[config.mk]
export PLATFORM = sky130hd
export DESIGN_NAME = game_line_tx_flat
export DESIGN_NICKNAME = d
export VERILOG_FILES = /design/src/rtl/aoc_pkg.sv /design/src/rtl/game_line_tx_if.sv /design/src/rtl/game_line_tx_bcd.sv /design/src/rtl/game_line_tx.sv /design/src/flat_wrapper.sv
export SDC_FILE = /design/constraint.sdc
export NUM_CORES = 1
export LEC_CHECK = 0
export BUFFER_PORTS_ARGS = -buffer_cell sky130_fd_sc_hd__buf_4
export CELL_PAD_IN_SITES_DETAIL_PLACEMENT = 2
export CELL_PAD_IN_SITES_GLOBAL_PLACEMENT = 2
export CORE_MARGIN = 3
export CORE_UTILIZATION = 33
export CTS_CLUSTER_SIZE = 28
export DETAILED_ROUTE_END_ITERATION = 8
export GPL_ROUTABILITY_DRIVEN = 0
export PLACE_DENSITY_LB_ADDON = 0.1
export RECOVER_POWER = 100
export REMOVE_ABC_BUFFERS = 1
export SETUP_SLACK_MARGIN = 0.5
export SLEW_MARGIN = 0
export SYNTH_ARGS = -nofsm -noshare
export SYNTH_HDL_FRONTEND = slang
export SYNTH_SLANG_ARGS = --single-unit
[constraint.sdc]
create_clock -name clk -period 7.6 [get_ports clk]
set_clock_uncertainty 0.1 [all_clocks]
set_input_delay 0.76 -clock clk [delete_from_list [all_inputs] [get_ports clk]]
set_output_delay 0.76 -clock clk [all_outputs]
set_load 0.03 [all_outputs]
[src/rtl/aoc_pkg.sv]
// ============================================================================
// Module : aoc_pkg
// Brief  : Shared colour codes, ASCII constants and word tables for the game-line blocks.
// Rev    : 1.0  initial release
// ============================================================================
`default_nettype none

package aoc_pkg;

  typedef enum logic [1:0] {
    RED   = 2'd0,
    GREEN = 2'd1,
    BLUE  = 2'd2
  } color_e;

  localparam logic [7:0] c_space = 8'd32;
  localparam logic [7:0] c_colon = 8'd58;
  localparam logic [7:0] c_comma = 8'd44;
  localparam logic [7:0] c_semi  = 8'd59;
  localparam logic [7:0] c_lf    = 8'd10;
  localparam logic [7:0] c_cr    = 8'd13;
  localparam logic [7:0] c_zero  = 8'd48;

  function automatic logic [7:0] hdr_char(input logic [2:0] idx);
    case (idx)
      3'd0:    return "G";
      3'd1:    return "a";
      3'd2:    return "m";
      3'd3:    return "e";
      default: return c_space;
    endcase
  endfunction

  // Code 3 is unused by the parsers and is printed as "red".
  function automatic logic [2:0] color_len(input logic [1:0] code);
    case (code)
      GREEN:   return 3'd5;
      BLUE:    return 3'd4;
      default: return 3'd3;
    endcase
  endfunction

  function automatic logic [7:0] color_char(input logic [1:0] code, input logic [2:0] idx);
    case (code)
      GREEN: begin
        case (idx)
          3'd0:    return "g";
          3'd1:    return "r";
          3'd2:    return "e";
          3'd3:    return "e";
          default: return "n";
        endcase
      end
      BLUE: begin
        case (idx)
          3'd0:    return "b";
          3'd1:    return "l";
          3'd2:    return "u";
          default: return "e";
        endcase
      end
      default: begin
        case (idx)
          3'd0:    return "r";
          3'd1:    return "e";
          default: return "d";
        endcase
      end
    endcase
  endfunction

endpackage

`default_nettype wire

[src/rtl/game_line_tx_if.sv]
// ============================================================================
// Module : game_line_tx_if
// Brief  : Draw-input and character-output handshakes of the game-line serializer.
// Rev    : 1.0  initial release
// ============================================================================
`default_nettype none

interface game_line_tx_if;
  logic       draw_valid;
  logic       draw_ready;
  logic [7:0] draw_count;
  logic [1:0] draw_color;
  logic       draw_end_set;
  logic       draw_end_game;
  logic [7:0] char_out;
  logic       char_valid;
  logic       char_ready;

  modport master (
    output draw_valid, draw_count, draw_color, draw_end_set, draw_end_game, char_ready,
    input  draw_ready, char_out, char_valid
  );

  modport slave (
    input  draw_valid, draw_count, draw_color, draw_end_set, draw_end_game, char_ready,
    output draw_ready, char_out, char_valid
  );
endinterface

`default_nettype wire

[src/rtl/game_line_tx_bcd.sv]
// ============================================================================
// Module : byte_to_bcd
// Brief  : Combinational 8-bit binary to three BCD digits plus significant-digit count.
// Rev    : 1.0  initial release
// ============================================================================
`default_nettype none

module byte_to_bcd (
  input  logic [7:0] i_value,
  output logic [3:0] o_hund,
  output logic [3:0] o_tens,
  output logic [3:0] o_ones,
  output logic [1:0] o_ndig
);

  logic [11:0] w_bcd;

  // Shift-and-add-3; the hundreds digit never exceeds 2 so it needs no correction.
  always_comb begin
    w_bcd = 12'd0;
    for (int i = 7; i >= 0; i--) begin
      if (w_bcd[3:0] >= 4'd5) w_bcd[3:0] = w_bcd[3:0] + 4'd3;
      if (w_bcd[7:4] >= 4'd5) w_bcd[7:4] = w_bcd[7:4] + 4'd3;
      w_bcd = {w_bcd[10:0], i_value[i]};
    end
  end

  assign o_hund = w_bcd[11:8];
  assign o_tens = w_bcd[7:4];
  assign o_ones = w_bcd[3:0];
  assign o_ndig = (o_hund != 4'd0) ? 2'd3 : ((o_tens != 4'd0) ? 2'd2 : 2'd1);

endmodule

`default_nettype wire

[src/rtl/game_line_tx.sv]
// ============================================================================
// Module : game_line_tx
// Brief  : Serializes structured draws into "Game <id>: <n> <color>, ...; ...\n" ASCII.
//          GAME_LINE_TX_CRLF_EN selects a "\r\n" game terminator instead of "\n".
// Rev    : 1.0  initial release
// ============================================================================
`default_nettype none

module game_line_tx
  import aoc_pkg::*;
#(
  parameter logic [7:0] START_ID = 8'd1
) (
  input  logic          clk,
  input  logic          rst_n,
  game_line_tx_if.slave bus,
  output logic [7:0]    game_id_out
);

  localparam logic [2:0] S_IDLE = 3'd0;
  localparam logic [2:0] S_HDR  = 3'd1;
  localparam logic [2:0] S_ID   = 3'd2;
  localparam logic [2:0] S_COL  = 3'd3;
  localparam logic [2:0] S_NUM  = 3'd4;
  localparam logic [2:0] S_SP   = 3'd5;
  localparam logic [2:0] S_CLR  = 3'd6;
  localparam logic [2:0] S_SEP  = 3'd7;

  logic [2:0] r_state;
  logic [2:0] r_idx;
  logic [7:0] r_count;
  logic [1:0] r_color;
  logic       r_end_set;
  logic       r_end_game;
  logic [7:0] r_game_id;
  logic       r_in_game;

  logic [7:0] w_num;
  logic [3:0] w_hund, w_tens, w_ones, w_digit;
  logic [1:0] w_ndig, w_pos;
  logic [7:0] w_char;
  logic       w_last;
  logic       w_fire;
  logic       w_accept;

  assign w_num = (r_state == S_ID) ? r_game_id : r_count;

  byte_to_bcd u_bcd (
    .i_value (w_num),
    .o_hund  (w_hund),
    .o_tens  (w_tens),
    .o_ones  (w_ones),
    .o_ndig  (w_ndig)
  );

  // Offset the char counter so the first printed digit is the most significant non-zero one.
  assign w_pos = r_idx[1:0] + (2'd3 - w_ndig);

  always_comb begin
    case (w_pos)
      2'd0:    w_digit = w_hund;
      2'd1:    w_digit = w_tens;
      default: w_digit = w_ones;
    endcase
  end

  always_comb begin
    w_char = 8'd0;
    w_last = 1'b0;
    case (r_state)
      S_HDR: begin
        w_char = hdr_char(r_idx);
        w_last = (r_idx == 3'd4);
      end
      S_ID, S_NUM: begin
        w_char = c_zero + {4'd0, w_digit};
        w_last = (r_idx == {1'b0, w_ndig - 2'd1});
      end
      S_COL: begin
        w_char = (r_idx == 3'd0) ? c_colon : c_space;
        w_last = (r_idx == 3'd1);
      end
      S_SP: begin
        w_char = c_space;
        w_last = 1'b1;
      end
      S_CLR: begin
        w_char = color_char(r_color, r_idx);
        w_last = (r_idx == color_len(r_color) - 3'd1);
      end
      S_SEP: begin
        if (r_end_game) begin
`ifdef GAME_LINE_TX_CRLF_EN
          w_char = (r_idx == 3'd0) ? c_cr : c_lf;
          w_last = (r_idx == 3'd1);
`else
          w_char = c_lf;
          w_last = 1'b1;
`endif
        end else begin
          w_char = (r_idx == 3'd0) ? (r_end_set ? c_semi : c_comma) : c_space;
          w_last = (r_idx == 3'd1);
        end
      end
      default: ;
    endcase
  end

  assign bus.char_out   = w_char;
  assign bus.char_valid = (r_state != S_IDLE);
  assign bus.draw_ready = (r_state == S_IDLE);
  assign game_id_out    = r_game_id;

  assign w_accept = bus.draw_valid && bus.draw_ready;
  assign w_fire   = bus.char_valid && bus.char_ready;

  always_ff @(posedge clk or negedge rst_n) begin
    if (!rst_n) begin
      r_state    <= S_IDLE;
      r_idx      <= 3'd0;
      r_count    <= 8'd0;
      r_color    <= 2'd0;
      r_end_set  <= 1'b0;
      r_end_game <= 1'b0;
      r_game_id  <= START_ID;
      r_in_game  <= 1'b0;
    end else if (w_accept) begin
      r_count    <= bus.draw_count;
      r_color    <= bus.draw_color;
      r_end_set  <= bus.draw_end_set;
      r_end_game <= bus.draw_end_game;
      r_idx      <= 3'd0;
      r_state    <= r_in_game ? S_NUM : S_HDR;
    end else if (w_fire) begin
      if (!w_last) begin
        r_idx <= r_idx + 3'd1;
      end else begin
        r_idx <= 3'd0;
        case (r_state)
          S_HDR: r_state <= S_ID;
          S_ID:  r_state <= S_COL;
          S_COL: begin
            r_state   <= S_NUM;
            r_in_game <= 1'b1;
          end
          S_NUM: r_state <= S_SP;
          S_SP:  r_state <= S_CLR;
          S_CLR: r_state <= S_SEP;
          S_SEP: begin
            r_state <= S_IDLE;
            if (r_end_game) begin
              r_game_id <= r_game_id + 8'd1;
              r_in_game <= 1'b0;
            end
          end
          default: r_state <= S_IDLE;
        endcase
      end
    end
  end

endmodule

`default_nettype wire
[src/flat_wrapper.sv]
// flat-port wrapper written by rule: the top's interface ports become plain ports
module game_line_tx_flat import aoc_pkg::*;
#(
  parameter logic [7:0] START_ID = 8'd1
)
  (clk, rst_n, game_id_out, bus_draw_valid, bus_draw_count, bus_draw_color, bus_draw_end_set, bus_draw_end_game, bus_char_ready, bus_draw_ready, bus_char_out, bus_char_valid);
  game_line_tx_if bus_i ();
  input  logic clk;
  input  logic rst_n;
  output logic [7:0] game_id_out;
  input wire logic [$bits(bus_i.draw_valid)-1:0] bus_draw_valid;
  input wire logic [$bits(bus_i.draw_count)-1:0] bus_draw_count;
  input wire logic [$bits(bus_i.draw_color)-1:0] bus_draw_color;
  input wire logic [$bits(bus_i.draw_end_set)-1:0] bus_draw_end_set;
  input wire logic [$bits(bus_i.draw_end_game)-1:0] bus_draw_end_game;
  input wire logic [$bits(bus_i.char_ready)-1:0] bus_char_ready;
  output wire logic [$bits(bus_i.draw_ready)-1:0] bus_draw_ready;
  output wire logic [$bits(bus_i.char_out)-1:0] bus_char_out;
  output wire logic [$bits(bus_i.char_valid)-1:0] bus_char_valid;
  assign bus_i.draw_valid = bus_draw_valid;
  assign bus_i.draw_count = bus_draw_count;
  assign bus_i.draw_color = bus_draw_color;
  assign bus_i.draw_end_set = bus_draw_end_set;
  assign bus_i.draw_end_game = bus_draw_end_game;
  assign bus_i.char_ready = bus_char_ready;
  assign bus_draw_ready = bus_i.draw_ready;
  assign bus_char_out = bus_i.char_out;
  assign bus_char_valid = bus_i.char_valid;
  game_line_tx #(.START_ID(START_ID)) u_core (.clk(clk), .rst_n(rst_n), .bus(bus_i), .game_id_out(game_id_out));
endmodule
=== Word-level counts from Yosys, hierarchy flattened ===
Cells that the tools add are included.

* Flip-flop bits (word level): 27
* Output and inout port bits: 18
* Word-level logic and storage cells: 98

* $add $sub $neg: 14
* Order comparisons: 7
* Equal/unequal tests: 17
* Muxes and demuxes: 35
* Bitwise gates (word level): 1
* Reduce and logical (&&, ||, !) cells: 16

{| class="wikitable"
|+ Operators by type and width
! cell !! count
|-
| one-hot mux 8 bit (6 select lines) || 1
|-
| one-hot mux 5 bit (3 select lines) || 2
|-
| two-way mux 4 bit || 7
|-
| one-hot mux 7 bit (4 select lines) || 1
|-
| two-way mux 3 bit || 8
|-
| two-way mux 8 bit || 3
|-
| adder 4 x 2 -> 4 bit, second input constant || 5
|-
| >= comparator 4 x 3 -> 1 bit, second input constant || 5
|-
| one-hot mux 3 bit (6 select lines) || 1
|-
| one-hot mux 8 bit (2 select lines) || 1
|-
| == test 3 bit, second input constant || 5
|-
| == test 3 x 2 -> 1 bit, second input constant || 4
|-
| two-way mux 5 bit || 2
|-
| one-hot mux 5 bit (2 select lines) || 1
|-
| AND reduction 5 bit || 2
|-
| adder 3 x 2 -> 4 bit, second input constant || 2
|-
| adder 8 x 1 -> 8 bit, second input constant || 1
|-
| one-hot mux 4 bit (2 select lines) || 1
|-
| nonzero test 4 bit || 2
|-
| adder 6 x 4 -> 7 bit, first input constant || 1
|-
| == test 3 x 1 -> 1 bit, second input constant || 2
|-
| >= comparator 3 bit, second input constant || 2
|-
| zero test 3 bit || 2
|-
| one-hot mux 1 bit (6 select lines) || 1
|-
| 21 further kinds || 28
|}

=== Depth between registers and ports, before layout ===
Gate-level depths: netlist of the first run.

* Depth in word-level cells: 21
* Mapped depth: 38

=== Hierarchy ===
From an unflattened synthesis of the first run, not the netlist that was laid out.

* Cell total of the unflattened synthesis: 385
* Area, all modules: 3148.0 µm²

{| class="wikitable"
|+ Modules (own cells, without submodules)
! module !! instances !! cells each !! area each (µm²) !! seq. area each (µm²)
|-
| game_line_tx || 1 || 219 || 2024.4 || 676.9
|-
| byte_to_bcd || 1 || 166 || 1123.6 || 0.0
|}

=== Worst setup path after synthesis of the first run ===
OpenSTA, ideal clock, no wires.

* Path kind: register to output
* Start: register u_core.r_state[0]
* End: output bus_char_out[3]
* Arrival: 7290 ps
* Setup slack: -550 ps
* Cell stages (with the launch flop): 36
* Cell sequence: dfrtp_1 -> inv_1 -> ha_1 -> buf_4 -> nand2b_4 -> buf_6 -> mux2i_4 -> a21oi_1 -> ha_1 -> nand2b_1 -> and3_1 -> o32a_1 -> xnor2_1 -> ha_1 -> nand2b_1 -> inv_1 -> o2bb2ai_1 -> a22oi_1 -> a21oi_2 -> xnor2_1 -> inv_1 -> ha_1 -> nand2b_1 -> o2111a_1 -> nor2_1 -> ha_1 -> nor4_1 -> o21ai_0 -> a2bb2oi_1 -> nor2_1 -> nor2_1 -> ha_1 -> xor2_1 -> xnor2_1 -> mux2_2 -> o21ai_0

* Cells in the longest elaborated chain, start to end: 21
* Elaborated cells on any way between the ends: 41

{| class="wikitable"
|+ RTL lines
! item !! RTL line !! source
|-
| start: declaration || game_line_tx.sv:29 || <nowiki>logic [2:0] r_state;</nowiki>
|-
| start signal: assignment || game_line_tx.sv:133 || <nowiki>r_state <= r_in_game ? S_NUM : S_HDR;</nowiki>
|-
| == test 3 x 2 -> 1 bit || game_line_tx.sv:46, game_line_tx.sv:70 ||
|-
| two-way mux 8 bit || game_line_tx.sv:46 || <nowiki>assign w_num = (r_state == S_ID) ? r_game_id : r_count;</nowiki>
|-
| adder 3 x 2 -> 4 bit or >= comparator 3 bit (tied branches) || game_line_tx_bcd.sv:22 || <nowiki>if (w_bcd[3:0] >= 4'd5) w_bcd[3:0] = w_bcd[3:0] + 4'd3;</nowiki>
|-
| two-way mux 4 bit || game_line_tx_bcd.sv:22 ||
|-
| adder 4 x 2 -> 4 bit or >= comparator 4 x 3 -> 1 bit (tied branches) || game_line_tx_bcd.sv:22 ||
|-
| two-way mux 4 bit || game_line_tx_bcd.sv:22 ||
|-
| adder 4 x 2 -> 4 bit or >= comparator 4 x 3 -> 1 bit (tied branches) || game_line_tx_bcd.sv:22 ||
|-
| two-way mux 4 bit || game_line_tx_bcd.sv:22 ||
|-
| [... 4 more ...] || - ||
|-
| nonzero test 4 bit || game_line_tx_bcd.sv:31 || <nowiki>assign o_ndig = (o_hund != 4'd0) ? 2'd3 : ((o_tens != 4'd0) ? 2'd2 : 2'd1);</nowiki>
|-
| two-way mux 2 bit (2 in series) || game_line_tx_bcd.sv:31 ||
|-
| subtractor 2 bit || game_line_tx.sv:57 || <nowiki>assign w_pos = r_idx[1:0] + (2'd3 - w_ndig);</nowiki>
|-
| adder 2 bit || game_line_tx.sv:57 ||
|-
| == test 2 x 1 -> 1 bit or zero test 2 bit (tied branches) || game_line_tx.sv:60 || <nowiki>case (w_pos)</nowiki>
|-
| one-hot mux 4 bit (2 select lines) || game_line_tx.sv:60 ||
|-
| adder 6 x 4 -> 7 bit || game_line_tx.sv:76 || <nowiki>w_char = c_zero + {4'd0, w_digit};</nowiki>
|-
| one-hot mux 8 bit (6 select lines) * || game_line_tx.sv:70 || <nowiki>case (r_state)</nowiki>
|-
| end: declaration || flat_wrapper.sv:18 || <nowiki>output wire logic [$bits(bus_i.char_out)-1:0] bus_char_out;</nowiki>
|}

Mark *: on every way between the ends. The rest lies on a longest branch, timed or not.

=== Worst setup path in the final report of the first run ===
Same ends and word-level chain as after synthesis.

==> results_tabular.tex, run 1 <==
\begin{tabular}{lr}
\hline
Metric & Value \\
\hline
\multicolumn{2}{l}{\textbf{Detailed routing}} \\
\quad First-pass detailed-route iteration total & 4 \\
\quad Antenna-violating nets left & 0 \\
\quad Via-to-Cell Ratio & 5.78 \\
\quad Routed vias & 3200 \\
\quad Wire length per cell & 21.8 um \\
\quad Drt total wl & 12100 um \\
\quad Number of remaining DRC errors & 0 \\
\quad Drt initial violations & 76 \\
\multicolumn{2}{l}{\textbf{STA}} \\
\quad Unrepaired setup endpoints after global routing & true \\
\quad Slew at the pin with the worst max-slew slack & between 1000 and 1500 ps \\
\quad Tightest hold margin & between 400 and 500 ps \\
\quad Number of endpoints with negative hold slack in the final report & 0 \\
\quad Number of endpoints failing setup at the final stage & 0 \\
\quad Final Critical Period & between 7000 and 8000 ps \\
\quad Max Slew Vio Count & 0 \\
\quad Top achievable clock speed & 0.134 GHz \\
\quad Crit share post-route & 0.982 \\
\quad Normalized max-slew margin & 0.00364 \\
\multicolumn{2}{l}{\textbf{Setup path}} \\
\quad Type of origin of the critical path & flip-flop \\
\quad Delay of the slowest cell on the worst path & 420 ps \\
\quad Crit path capture type & primary output \\
\quad Critical path start-end classification & reg -> out \\
\quad Required time at the endpoint of the critical path & 6740 ps \\
\quad Largest fanout on the critical path & 8 \\
\quad Worst reg2reg path startpoint & u\_core.r\_state[0] \\
\quad Slowest cell on the critical path & sky130\_fd\_sc\_hd\_\_dfrtp\_1 \\
\quad Most repeated library cell on the critical path & sky130\_fd\_sc\_hd\_\_nand2b\_4 \\
\quad Start point of the critical path & u\_core.r\_state[0] \\
\quad Data arrival time of the critical path & between 6000 and 7000 ps \\
\multicolumn{2}{l}{\textbf{Clock tree}} \\
\quad Maximum clock insertion buffer count & 2 \\
\quad Clock-pin slew on the worst setup and hold paths & between 100 and 150 ps \\
\quad Number of buffers created by CTS & 3 \\
\quad TritonCTS Sinks & 27 \\
\quad CTS H-tree lvls & 1 \\
\quad Clock root buffer & sky130\_fd\_sc\_hd\_\_clkbuf\_8 \\
\quad Clock tree from TritonCTS & yes \\
\quad Later-pin clock latency in the skew report & 290 ps \\
\multicolumn{2}{l}{\textbf{Layout}} \\
\quad Final-stage net count & 489 \\
\quad Footprint of the multi-input gates & 0.00254 sq mm \\
\quad Fill cell instance count of the final layout & 996 \\
\quad Number of antenna cells inserted & 0 \\
\quad Area Overhead vs Synth & 30.9\% \\
\quad Fraction of layout cells with a size suffix above 1 & 0.354 \\
\quad Area of all sequential standard cells & 677 sq um \\
\multicolumn{2}{l}{\textbf{GRT}} \\
\quad Antenna violations before repair & 0 \\
\quad Number of global-route vias before repair & around 3600 \\
\quad First-pass GRT wire length & 19400 um \\
\quad Maximum number of pins on one net before global-route repair & 28 \\
\quad Overall fraction of global-route tracks in use & 0.235 \\
\quad Total global routing overflow & 0 \\
\multicolumn{2}{l}{\textbf{Worst hold path}} \\
\quad Worst Hold Class & reg -> reg \\
\quad Start point of the worst hold path & u\_core.r\_count[2] \\
\multicolumn{2}{l}{\textbf{Run status}} \\
\quad Run status & complete, but fails checks \\
\quad Failing checks & capacitance limit \\
\multicolumn{2}{l}{\textbf{Yosys}} \\
\quad Syn. warnings & 0 \\
\quad Count of distinct cell types in the synthesized netlist & 73 \\
\quad Number of synthesized flops with an enable pin & 0 \\
\quad Asr flop ratio synth & 1.00 \\
\quad Cell Area, Synth & between 0.003 and 0.004 sq mm \\
\quad Part of the Yosys area used for sequential elements & 0.217 \\
\quad Flops \& latches, synth & 27 \\
\quad Synth Instances & 376 \\
\quad Average cell area after synthesis & between 8 and 9 sq um \\
\quad Dominant synthesized flop cell & sky130\_fd\_sc\_hd\_\_dfrtp\_1 \\
\multicolumn{2}{l}{\textbf{Flow run}} \\
\quad Number of maximum-capacitance violations & 1 \\
\multicolumn{2}{l}{\textbf{Floorplanning}} \\
\quad Boundary Pins & 34 \\
\quad Site Rows & 34 \\
\quad Effective utilization at floorplan & 0.349 \\
\quad Die width & 103 um \\
\quad Std-Cell Core Area & 0.00893 sq mm \\
\quad DIE AREA & 0.0106 sq mm \\
\quad Die boundary height & 103 um \\
\multicolumn{2}{l}{\textbf{Placed design}} \\
\quad Port Buf Inserts & 32 \\
\quad HPWL after detailed placement & 8250 um \\
\hline
\end{tabular}
[cell usage after synthesis (all sizes together) (5+ instances only)]
| library cell | instances | area (sq um) |
|---|---|---|
| a211oi | 5 | 37.5 |
| a21oi | 15 | 78.8 |
| a31oi | 6 | 37.5 |
| and3 | 5 | 31.3 |
| buf | 6 | 43.8 |
| clkbuf | 7 | 26.3 |
| dfrtp | 26 | 651 |
| ha | 26 | 325 |
| inv | 25 | 93.8 |
| mux2 | 19 | 225 |
| mux2i | 16 | 180 |
| nand2 | 38 | 143 |
| nand2b | 10 | 80.1 |
| nand3 | 9 | 45.0 |
| nor2 | 35 | 131 |
| nor2b | 5 | 31.3 |
| nor3 | 9 | 45.0 |
| o21ai | 29 | 145 |
| o31ai | 5 | 47.5 |
| xnor2 | 9 | 78.8 |
| xor2 | 5 | 43.8 |
[metrics by stage]
stage | cells | area (sq um) | utilization | setup TNS (ps) | setup slack (ps)
global route | 554 | 4080 | 0.456 | -853 | -239
detailed placement | 522 | 3560 | 0.399 | -1370 | -368
CTS | 546 | 3960 | 0.443 | 0 | 260
global placement | 522 | 3560 | 0.399 | 0 | 105
finish | 554 | 4080 | 0.456 | 0 | 134
floorplan | 363 | 3040 | - | -1420 | -714
[layout make-up]
type / instances / area share
sequential: 27 / 0.166
tap: 108 / 0.0332
timing repair buffer: 79 / 0.143
inverter: 25 / 0.0236
clock buffer: 3 / 0.0101
clock inverter: 1 / 0.00123
multi-input combinational: 311 / 0.623
[worst max-delay path: cells and delay by family, from the launching register on]
kind                       cells  cell delay [ps]
AOI/OAI and AO/OA             10             1800
xor gates and xnor gates       4              710
adders and majority gates      5              990
buffers and inverters          4              440
DFF                            1              420
muxes                          4             1220
and+or+nand+nor                7              710
[flip-flops by register name, summed over array words and instances, names as in the netlist]
register,cells
u_core.r_end_game,1
u_core.r_color,2
u_core.r_in_game,1
u_core.r_state,3
u_core.r_count,8
u_core.game_id_out,8
u_core.r_idx,3
u_core.r_end_set,1
[cells in the final DEF, fill, tap and decap left out, types with 8 or more instances in the layout]
master                     n
sky130_fd_sc_hd__mux2i_1  10
sky130_fd_sc_hd__a21oi_1  12
sky130_fd_sc_hd__nor2_1   33
sky130_fd_sc_hd__nand3_1   9
sky130_fd_sc_hd__nand2_1  38
sky130_fd_sc_hd__mux2_2   15
sky130_fd_sc_hd__buf_4    72
sky130_fd_sc_hd__nor3_1    8
sky130_fd_sc_hd__o21ai_0  23
sky130_fd_sc_hd__inv_1    20
sky130_fd_sc_hd__dfrtp_1  26
sky130_fd_sc_hd__ha_1     17
[path summary, 6_finish.rpt]
path                                    endpoint  slack, ps  depth (start not counted)
max                              bus_char_out[3]        130                         34
max in group asynchronous  u_core.game_id_out[5]       5800                          1
min                            u_core.r_count[2]        440                          1
min in group asynchronous       u_core.r_end_set        710                          1
max reg2reg                    u_core.r_state[1]        750                         34
min reg2reg                    u_core.r_count[2]        440                          1
[kinds of logic (layout without fill, tap and decap cells)]
kind of cell    Yosys count  count (layout)  share of synthesized area
flops                    27              27                      0.217
xor+xnor                 14              14                     0.0394
compound gates          108             108                      0.250
other cells               1               1                    0.00120
mux                      35              35                      0.130
simple gates            127             127                      0.204
fa+ha+maj                26              26                      0.104
buf+inv                  38             108                     0.0526
[layer usage]
layer | routed length (um) | global-route usage | part of all wire | vias to the layer above
met4 | 260 | 0.0448 | 0.021 | 0
li1 | - | - | - | 1515
met2 | 6030 | 0.429 | 0.50 | 61
met1 | 5530 | 0.306 | 0.46 | 1600
met5 | 0 | 0 | 0 | -
met3 | 275 | 0.0162 | 0.023 | 24
[repair_timing]
item / CTS / global route
endpoints found under the hold margin: 0 / 0
pin swaps: 20 / 13
resized for setup: 48 / 16
setup endpoints to repair: 11 / 5
hold buffers: 0 / 0
buffers inserted: 20 / 8
Power of run 1 is left out: the tool's default activity adds up to more than one toggle a clock period on the data nets, which glitch-free logic cannot reach.
==> run 2: changes to the inputs <==
--- a/config.mk
+++ b/config.mk
@@ -8,8 +8,8 @@
 export BUFFER_PORTS_ARGS = -buffer_cell sky130_fd_sc_hd__buf_4
 export CELL_PAD_IN_SITES_DETAIL_PLACEMENT = 2
 export CELL_PAD_IN_SITES_GLOBAL_PLACEMENT = 2
-export CORE_MARGIN = 3
 export CORE_UTILIZATION = 33
+export CTS_CLUSTER_DIAMETER = 100
 export CTS_CLUSTER_SIZE = 28
 export DETAILED_ROUTE_END_ITERATION = 8
 export GPL_ROUTABILITY_DRIVEN = 0
==> run 2 against run 1 <==
  * The run ends with capacitance limit, slew limit left
  * Critical path type unchanged
  * Wire length grew 2.2%
  * Flip-flop and latch count stayed put
  * Sequential share of layout area down 0.50 points
  * Highest routed layer unchanged
  * Final cell count increased by 1.6%
  * Register-to-register slack gained 250 ps
  * First-iteration DRC count increased by 12%
  * Design area rose by 3.1%
==> results_tabular.tex, run 2 (synthesis gave the netlist of run 1 again) <==
\begin{tabular}{lr}
\hline
Metric & Value \\
\hline
\multicolumn{2}{l}{\textbf{GRT}} \\
\quad Antenna violations before repair & 0 \\
\quad Most utilized layer in the global route result & met2 \\
\quad Global-route track usage on met2 & 0.446 \\
\quad Met3 demand-to-capacity share in global routing & 0.0126 \\
\quad Maximum number of pins on one net before global-route repair & 28 \\
\quad Overall fraction of global-route tracks in use & 0.237 \\
\quad Grt met1 use & 0.302 \\
\quad Number of global-route vias before repair & 3441 \\
\quad First-pass GRT wire length & 18500 um \\
\quad Total global routing overflow & 0 \\
\multicolumn{2}{l}{\textbf{Layout}} \\
\quad Number of antenna cells inserted & 0 \\
\quad Area Overhead vs Synth & 34.9\% \\
\quad Final-stage net count & 495 \\
\quad Filler-free cell count of the finished design & 563 \\
\quad Commonest cells after routing, fill and taps aside & 66 x sky130\_fd\_sc\_hd\_\_buf\_4, 38 x sky130\_fd\_sc\_hd\_\_nand2\_1, 34 x sky130\_fd\_sc\_hd\_\_nor2\_1 \\
\quad Fraction of layout cells with a size suffix above 1 & 0.350 \\
\quad Fill cell instance count of the final layout & roughly 1000 \\
\quad Leading cell type in the layout, fill and taps excluded & sky130\_fd\_sc\_hd\_\_buf\_4 \\
\multicolumn{2}{l}{\textbf{Clock tree}} \\
\quad Later-pin clock latency in the skew report & 290 ps \\
\quad TritonCTS Sinks & 27 \\
\quad Clock tree from TritonCTS & yes \\
\quad Clock root buffer & sky130\_fd\_sc\_hd\_\_clkbuf\_8 \\
\quad Clock-pin slew on the worst setup and hold paths & $\sim$100 ps \\
\quad Number of buffers created by CTS & 3 \\
\quad CTS H-tree lvls & 1 \\
\quad Maximum clock insertion buffer count & 2 \\
\multicolumn{2}{l}{\textbf{STA}} \\
\quad Slew at the pin with the worst max-slew slack & 1530 ps \\
\quad Number of endpoints with negative hold slack in the final report & 0 \\
\quad Final Critical Period & approximately 7400 ps \\
\quad Top achievable clock speed & between 0.1 and 0.15 GHz \\
\quad Crit share post-route & 0.976 \\
\quad Normalized max-slew margin & -0.0212 \\
\quad Unrepaired setup endpoints after global routing & true \\
\quad Number of endpoints failing setup at the final stage & 0 \\
\quad Tightest hold margin & 419 ps \\
\quad Max Slew Vio Count & 28 \\
\multicolumn{2}{l}{\textbf{Floorplanning}} \\
\quad DIE AREA & 0.00983 sq mm \\
\quad Site Rows & 35 \\
\quad Die width & 99.1 um \\
\quad Effective utilization at floorplan & 0.339 \\
\quad Die boundary height & 99.1 um \\
\quad Boundary Pins & 34 \\
\quad Std-Cell Core Area & 0.00920 sq mm \\
\multicolumn{2}{l}{\textbf{Placed design}} \\
\quad Port Buf Inserts & 32 \\
\quad Dpl cells & roughly 530 \\
\quad HPWL after detailed placement & around 8000 um \\
\multicolumn{2}{l}{\textbf{Run status}} \\
\quad Failing checks & capacitance limit, slew limit \\
\quad Run status & complete, but fails checks \\
\multicolumn{2}{l}{\textbf{Setup path}} \\
\quad Crit path capture type & primary output \\
\quad Data arrival time of the critical path & 6560 ps \\
\quad Delay of the slowest cell on the worst path & between 400 and 500 ps \\
\quad Critical path start-end classification & reg -> out \\
\quad Largest fanout on the critical path & 8 \\
\quad Required time at the endpoint of the critical path & around 6700 ps \\
\quad Type of origin of the critical path & flip-flop \\
\quad Most repeated library cell on the critical path & sky130\_fd\_sc\_hd\_\_nand2b\_4 \\
\quad Slowest cell on the critical path & sky130\_fd\_sc\_hd\_\_dfrtp\_1 \\
\multicolumn{2}{l}{\textbf{Flow run}} \\
\quad Number of maximum-capacitance violations & 1 \\
\multicolumn{2}{l}{\textbf{Detailed routing}} \\
\quad Routed vias & 3256 \\
\quad Drt total wl & 12400 um \\
\quad Number of remaining DRC errors & 0 \\
\quad Antenna-violating nets left & 0 \\
\quad Wire length per cell & roughly 22 um \\
\quad Drt initial violations & 85 \\
\quad Via-to-Cell Ratio & 5.78 \\
\quad First-pass detailed-route iteration total & 4 \\
\multicolumn{2}{l}{\textbf{Worst hold path}} \\
\quad Worst Hold Class & reg -> reg \\
\hline
\end{tabular}
[run 2: cell count changes in the layout (fill, tap and decap cells not counted), moves of 2 or more]
cell | before | now
sky130_fd_sc_hd__clkbuf_4 | 0 | 3
sky130_fd_sc_hd__ha_4 | 4 | 7
sky130_fd_sc_hd__nor2_2 | 2 | 0
sky130_fd_sc_hd__o31ai_4 | 0 | 2
sky130_fd_sc_hd__ha_1 | 17 | 14
sky130_fd_sc_hd__mux2i_2 | 4 | 2
sky130_fd_sc_hd__o21ai_2 | 3 | 6
sky130_fd_sc_hd__o31ai_2 | 3 | 0
sky130_fd_sc_hd__clkbuf_1 | 5 | 13
sky130_fd_sc_hd__o21ai_1 | 3 | 1
sky130_fd_sc_hd__buf_4 | 72 | 66
[run 2: timing repair]
| item | in CTS | in global routing |
|---|---|---|
| resized for setup | 44 | 36 |
| gates cloned | 0 | 0 |
| hold buffers | 0 | 0 |
| pin swaps | 23 | 14 |
| setup buffers | 17 | 14 |
| endpoints found under the setup margin | 5 | 6 |
[run 2: worst paths after layout]
kind                                    from           endpoint  slack (ps)  cells after the start
max in group asynchronous              rst_n  u_core.r_color[0]        5780                      1
hold / removal             u_core.r_count[1]  u_core.r_count[1]         420                      1
min in group asynchronous              rst_n  u_core.r_count[2]         710                      1
setup / recovery           u_core.r_state[1]    bus_char_out[1]         180                     34
setup reg to reg           u_core.r_state[1]  u_core.r_state[1]        1000                     32
hold reg to reg            u_core.r_count[1]  u_core.r_count[1]         420                      1
[run 2: cell type report]
class / instances / area [sq um] / area share
Sequential cell: 27 / 677 / 0.161
Timing Repair Buffer: 85 / 601 / 0.143
Tap cell: 111 / 139 / 0.0331
Clock buffer: 3 / 41.3 / 0.00983
Inverter: 25 / 97.6 / 0.0232
Multi-Input combinational cell: 311 / 2640 / 0.628
Clock inverter: 1 / 8.76 / 0.00208
[run 2: stage by stage]
stage / setup TNS, ps / cell area [sq um] / utilization / worst slack (ps)
floorplan: -1420 / 3040 / - / -714
global route: -576 / 4200 / 0.457 / -150
CTS: 0 / 3950 / 0.430 / 201
finish: 0 / 4200 / 0.457 / 180
detailed placement: -292 / 3590 / 0.390 / -118
global placement: 0 / 3590 / 0.390 / 169
[run 2: worst max-delay path: cells and delay by family (launching register included)]
kind	cells	cell delay (ps)
compound gates	9	1760
xor+xnor	4	740
fa+ha+maj	5	980
buf+inv	5	630
flops	1	430
mux	3	910
simple gates	8	820
[run 2: metal layers]
layer  vias to the layer above  part of all wire
li1                       1519                 -
met1                      1690              0.45
met2                        32              0.52
met3                        15             0.012
met4                         0             0.014
met5                         -                 0
Power of run 2 is left out for the same reason.
==> run 3: changes to the inputs <==
--- a/config.mk
+++ b/config.mk
@@ -6,14 +6,12 @@
 export NUM_CORES = 1
 export LEC_CHECK = 0
 export BUFFER_PORTS_ARGS = -buffer_cell sky130_fd_sc_hd__buf_4
-export CELL_PAD_IN_SITES_DETAIL_PLACEMENT = 2
-export CELL_PAD_IN_SITES_GLOBAL_PLACEMENT = 2
-export CORE_UTILIZATION = 33
+export CORE_UTILIZATION = 54
 export CTS_CLUSTER_DIAMETER = 100
 export CTS_CLUSTER_SIZE = 28
 export DETAILED_ROUTE_END_ITERATION = 8
 export GPL_ROUTABILITY_DRIVEN = 0
-export PLACE_DENSITY_LB_ADDON = 0.1
+export PLACE_DENSITY = 0.77
 export RECOVER_POWER = 100
 export REMOVE_ABC_BUFFERS = 1
 export SETUP_SLACK_MARGIN = 0.5
==> run 3 against run 2 <==
  * The run now ends clean
  * Register-to-register slack lost 70 ps
  * Largest cell class unchanged
  * Global-route usage is 5.1 points higher
  * Final cell count shrank 9.6%
  * Count of clock-buffer cells in the layout stayed put
  * Critical endpoint unchanged
  * Setup slack lost 37 ps
  * First-iteration DRC count grew to 2.9 times the previous value
==> results_tabular.tex, run 3 (synthesis gave the netlist of run 1 again) <==
\begin{tabular}{lr}
\hline
Metric & Value \\
\hline
\multicolumn{2}{l}{\textbf{Run status}} \\
\quad Run status & complete, no violations \\
\multicolumn{2}{l}{\textbf{Floorplanning}} \\
\quad DIE AREA & 0.00607 sq mm \\
\quad Boundary Pins & 34 \\
\quad Effective utilization at floorplan & 0.562 \\
\quad Die width & 77.9 um \\
\quad Site Rows & 27 \\
\quad Std-Cell Core Area & 0.00554 sq mm \\
\quad Die boundary height & 77.9 um \\
\multicolumn{2}{l}{\textbf{STA}} \\
\quad Number of endpoints with negative hold slack in the final report & 0 \\
\quad Top achievable clock speed & 0.134 GHz \\
\quad Tightest hold margin & 414 ps \\
\quad Max Slew Vio Count & 0 \\
\quad Number of endpoints failing setup at the final stage & 0 \\
\quad Unrepaired setup endpoints after global routing & true \\
\quad Normalized max-slew margin & 0.0760 \\
\quad Crit share post-route & 0.981 \\
\quad Slew at the pin with the worst max-slew slack & 1390 ps \\
\quad Final Critical Period & approximately 7500 ps \\
\quad Worst setup slack after layout & 143 ps \\
\multicolumn{2}{l}{\textbf{Clock tree}} \\
\quad Number of buffers created by CTS & 3 \\
\quad Maximum clock insertion buffer count & 2 \\
\quad CTS H-tree lvls & 1 \\
\quad Clock-pin slew on the worst setup and hold paths & about 90 ps \\
\quad Clock root buffer & sky130\_fd\_sc\_hd\_\_clkbuf\_8 \\
\quad Later-pin clock latency in the skew report & 280 ps \\
\quad TritonCTS Sinks & 27 \\
\quad Hold bufs inserted after CTS & 0 \\
\quad Clock tree from TritonCTS & yes \\
\multicolumn{2}{l}{\textbf{Detailed routing}} \\
\quad Number of remaining DRC errors & 0 \\
\quad Drt total wl & 8730 um \\
\quad Wire length per cell & 17.2 um \\
\quad First-pass detailed-route iteration total & 5 \\
\quad Routed vias & 3149 \\
\quad Antenna-violating nets left & 0 \\
\quad Drt initial violations & 249 \\
\quad Via-to-Cell Ratio & 6.19 \\
\multicolumn{2}{l}{\textbf{GRT}} \\
\quad Maximum number of pins on one net before global-route repair & 28 \\
\quad Antenna violations before repair & 0 \\
\quad First-pass GRT wire length & approximately 14000 um \\
\quad Total global routing overflow & 0 \\
\quad Number of global-route vias before repair & about 3000 \\
\quad Overall fraction of global-route tracks in use & 0.288 \\
\multicolumn{2}{l}{\textbf{Flow run}} \\
\quad Number of maximum-capacitance violations & 0 \\
\multicolumn{2}{l}{\textbf{Layout}} \\
\quad Leading cell type in the layout, fill and taps excluded & sky130\_fd\_sc\_hd\_\_buf\_4 \\
\quad Area of all sequential standard cells & 677 sq um \\
\quad Fill cell instance count of the final layout & 411 \\
\quad Area Overhead vs Synth & 27.2\% \\
\quad Footprint of the multi-input gates & 0.00255 sq mm \\
\quad Final-stage net count & 480 \\
\quad Util after Layout & 0.715 \\
\quad Commonest cells after routing, fill and taps aside & 52 x sky130\_fd\_sc\_hd\_\_buf\_4, 38 x sky130\_fd\_sc\_hd\_\_nand2\_1, 34 x sky130\_fd\_sc\_hd\_\_nor2\_1 \\
\quad Number of antenna cells inserted & 0 \\
\quad Filler-free cell count of the finished design & approximately 500 \\
\quad Fraction of layout cells with a size suffix above 1 & 0.316 \\
\multicolumn{2}{l}{\textbf{Placed design}} \\
\quad Dpl cells & 481 \\
\quad Port Buf Inserts & 32 \\
\quad HPWL after detailed placement & around 6000 um \\
\quad Post-place setup slack & -178 ps \\
\multicolumn{2}{l}{\textbf{Setup path}} \\
\quad RR Endpoint & u\_core.r\_state[1] \\
\quad Delay of the slowest cell on the worst path & 400 ps \\
\quad Critical path start-end classification & reg -> out \\
\quad Slowest cell on the critical path & sky130\_fd\_sc\_hd\_\_dfrtp\_1 \\
\quad Reg2Reg Depth & 34 \\
\quad Most repeated library cell on the critical path & sky130\_fd\_sc\_hd\_\_ha\_2 \\
\quad Required time at the endpoint of the critical path & 6740 ps \\
\quad Type of origin of the critical path & flip-flop \\
\quad Data arrival time of the critical path & 6600 ps \\
\quad Worst reg2reg path startpoint & u\_core.r\_state[0] \\
\quad Largest fanout on the critical path & 5 \\
\quad Crit path capture type & primary output \\
\quad Register-to-Register Setup Slack & 930 ps \\
\multicolumn{2}{l}{\textbf{Worst hold path}} \\
\quad Worst Hold Class & reg -> reg \\
\quad Terminating pin of the worst hold path & u\_core.r\_count[0] \\
\quad Start point of the worst hold path & u\_core.r\_count[0] \\
\quad Number of cells traversed by the worst hold path & 1 \\
\hline
\end{tabular}
==> run 3: how the worst max path moves through the flow <==
stage                       from         endpoint  slack (ps)  cells after the start
2_1_floorplan  u_core.r_state[0]  bus_char_out[3]        -710                     33
3_3_place_gp   u_core.r_state[0]  bus_char_out[3]         180                     36
3_5_place_dp   u_core.r_state[0]  bus_char_out[1]        -180                     36
4_1_cts        u_core.r_state[1]  bus_char_out[0]         330                     37
5_1_grt        u_core.r_state[0]  bus_char_out[1]        -140                     34
6_report       u_core.r_state[0]  bus_char_out[1]         140                     33
==> run 3: metrics by stage <==
step	instance area, sq um	setup TNS [ps]
after floorplan	3040	-1420
after global placement	3480	0
after detailed placement	3480	-627
after CTS	3880	0
after global routing	3960	-464
final	3960	0
==> run 3: critical path: cells and delay by family (launching register included) <==
| family | cells | cell delay (ps) |
|---|---|---|
| compound gates | 8 | 1720 |
| fa+ha+maj | 5 | 1050 |
| simple gates | 9 | 1040 |
| buf+inv | 6 | 830 |
| mux | 2 | 710 |
| xor+xnor | 3 | 610 |
| flops | 1 | 400 |
==> run 3: what timing repair did <==
item	CTS	global route
pin swaps	17	16
gates cloned	1	0
buffers inserted	18	5
gates resized for setup	53	13
setup endpoints to repair	5	4
==> run 3: area by class of cell <==
| cell class | count | share of cell area |
|---|---|---|
| Multi-Input combinational cell | 312 | 0.644 |
| Clock inverter | 1 | 0.00189 |
| Clock buffer | 3 | 0.0104 |
| Sequential cell | 27 | 0.171 |
| Tap cell | 72 | 0.0227 |
| Inverter | 25 | 0.0243 |
| Timing Repair Buffer | 69 | 0.126 |
==> run 3: routing by layer <==
metal / vias to the layer above / share of wire / track usage
met3: 23 / 0.061 / 0.0271
li1: 1499 / - / -
met1: 1492 / 0.43 / 0.379
met4: 0 / 0.022 / 0.0926
met5: - / 0 / 0
met2: 135 / 0.49 / 0.494
Power of run 3 is left out for the same reason.
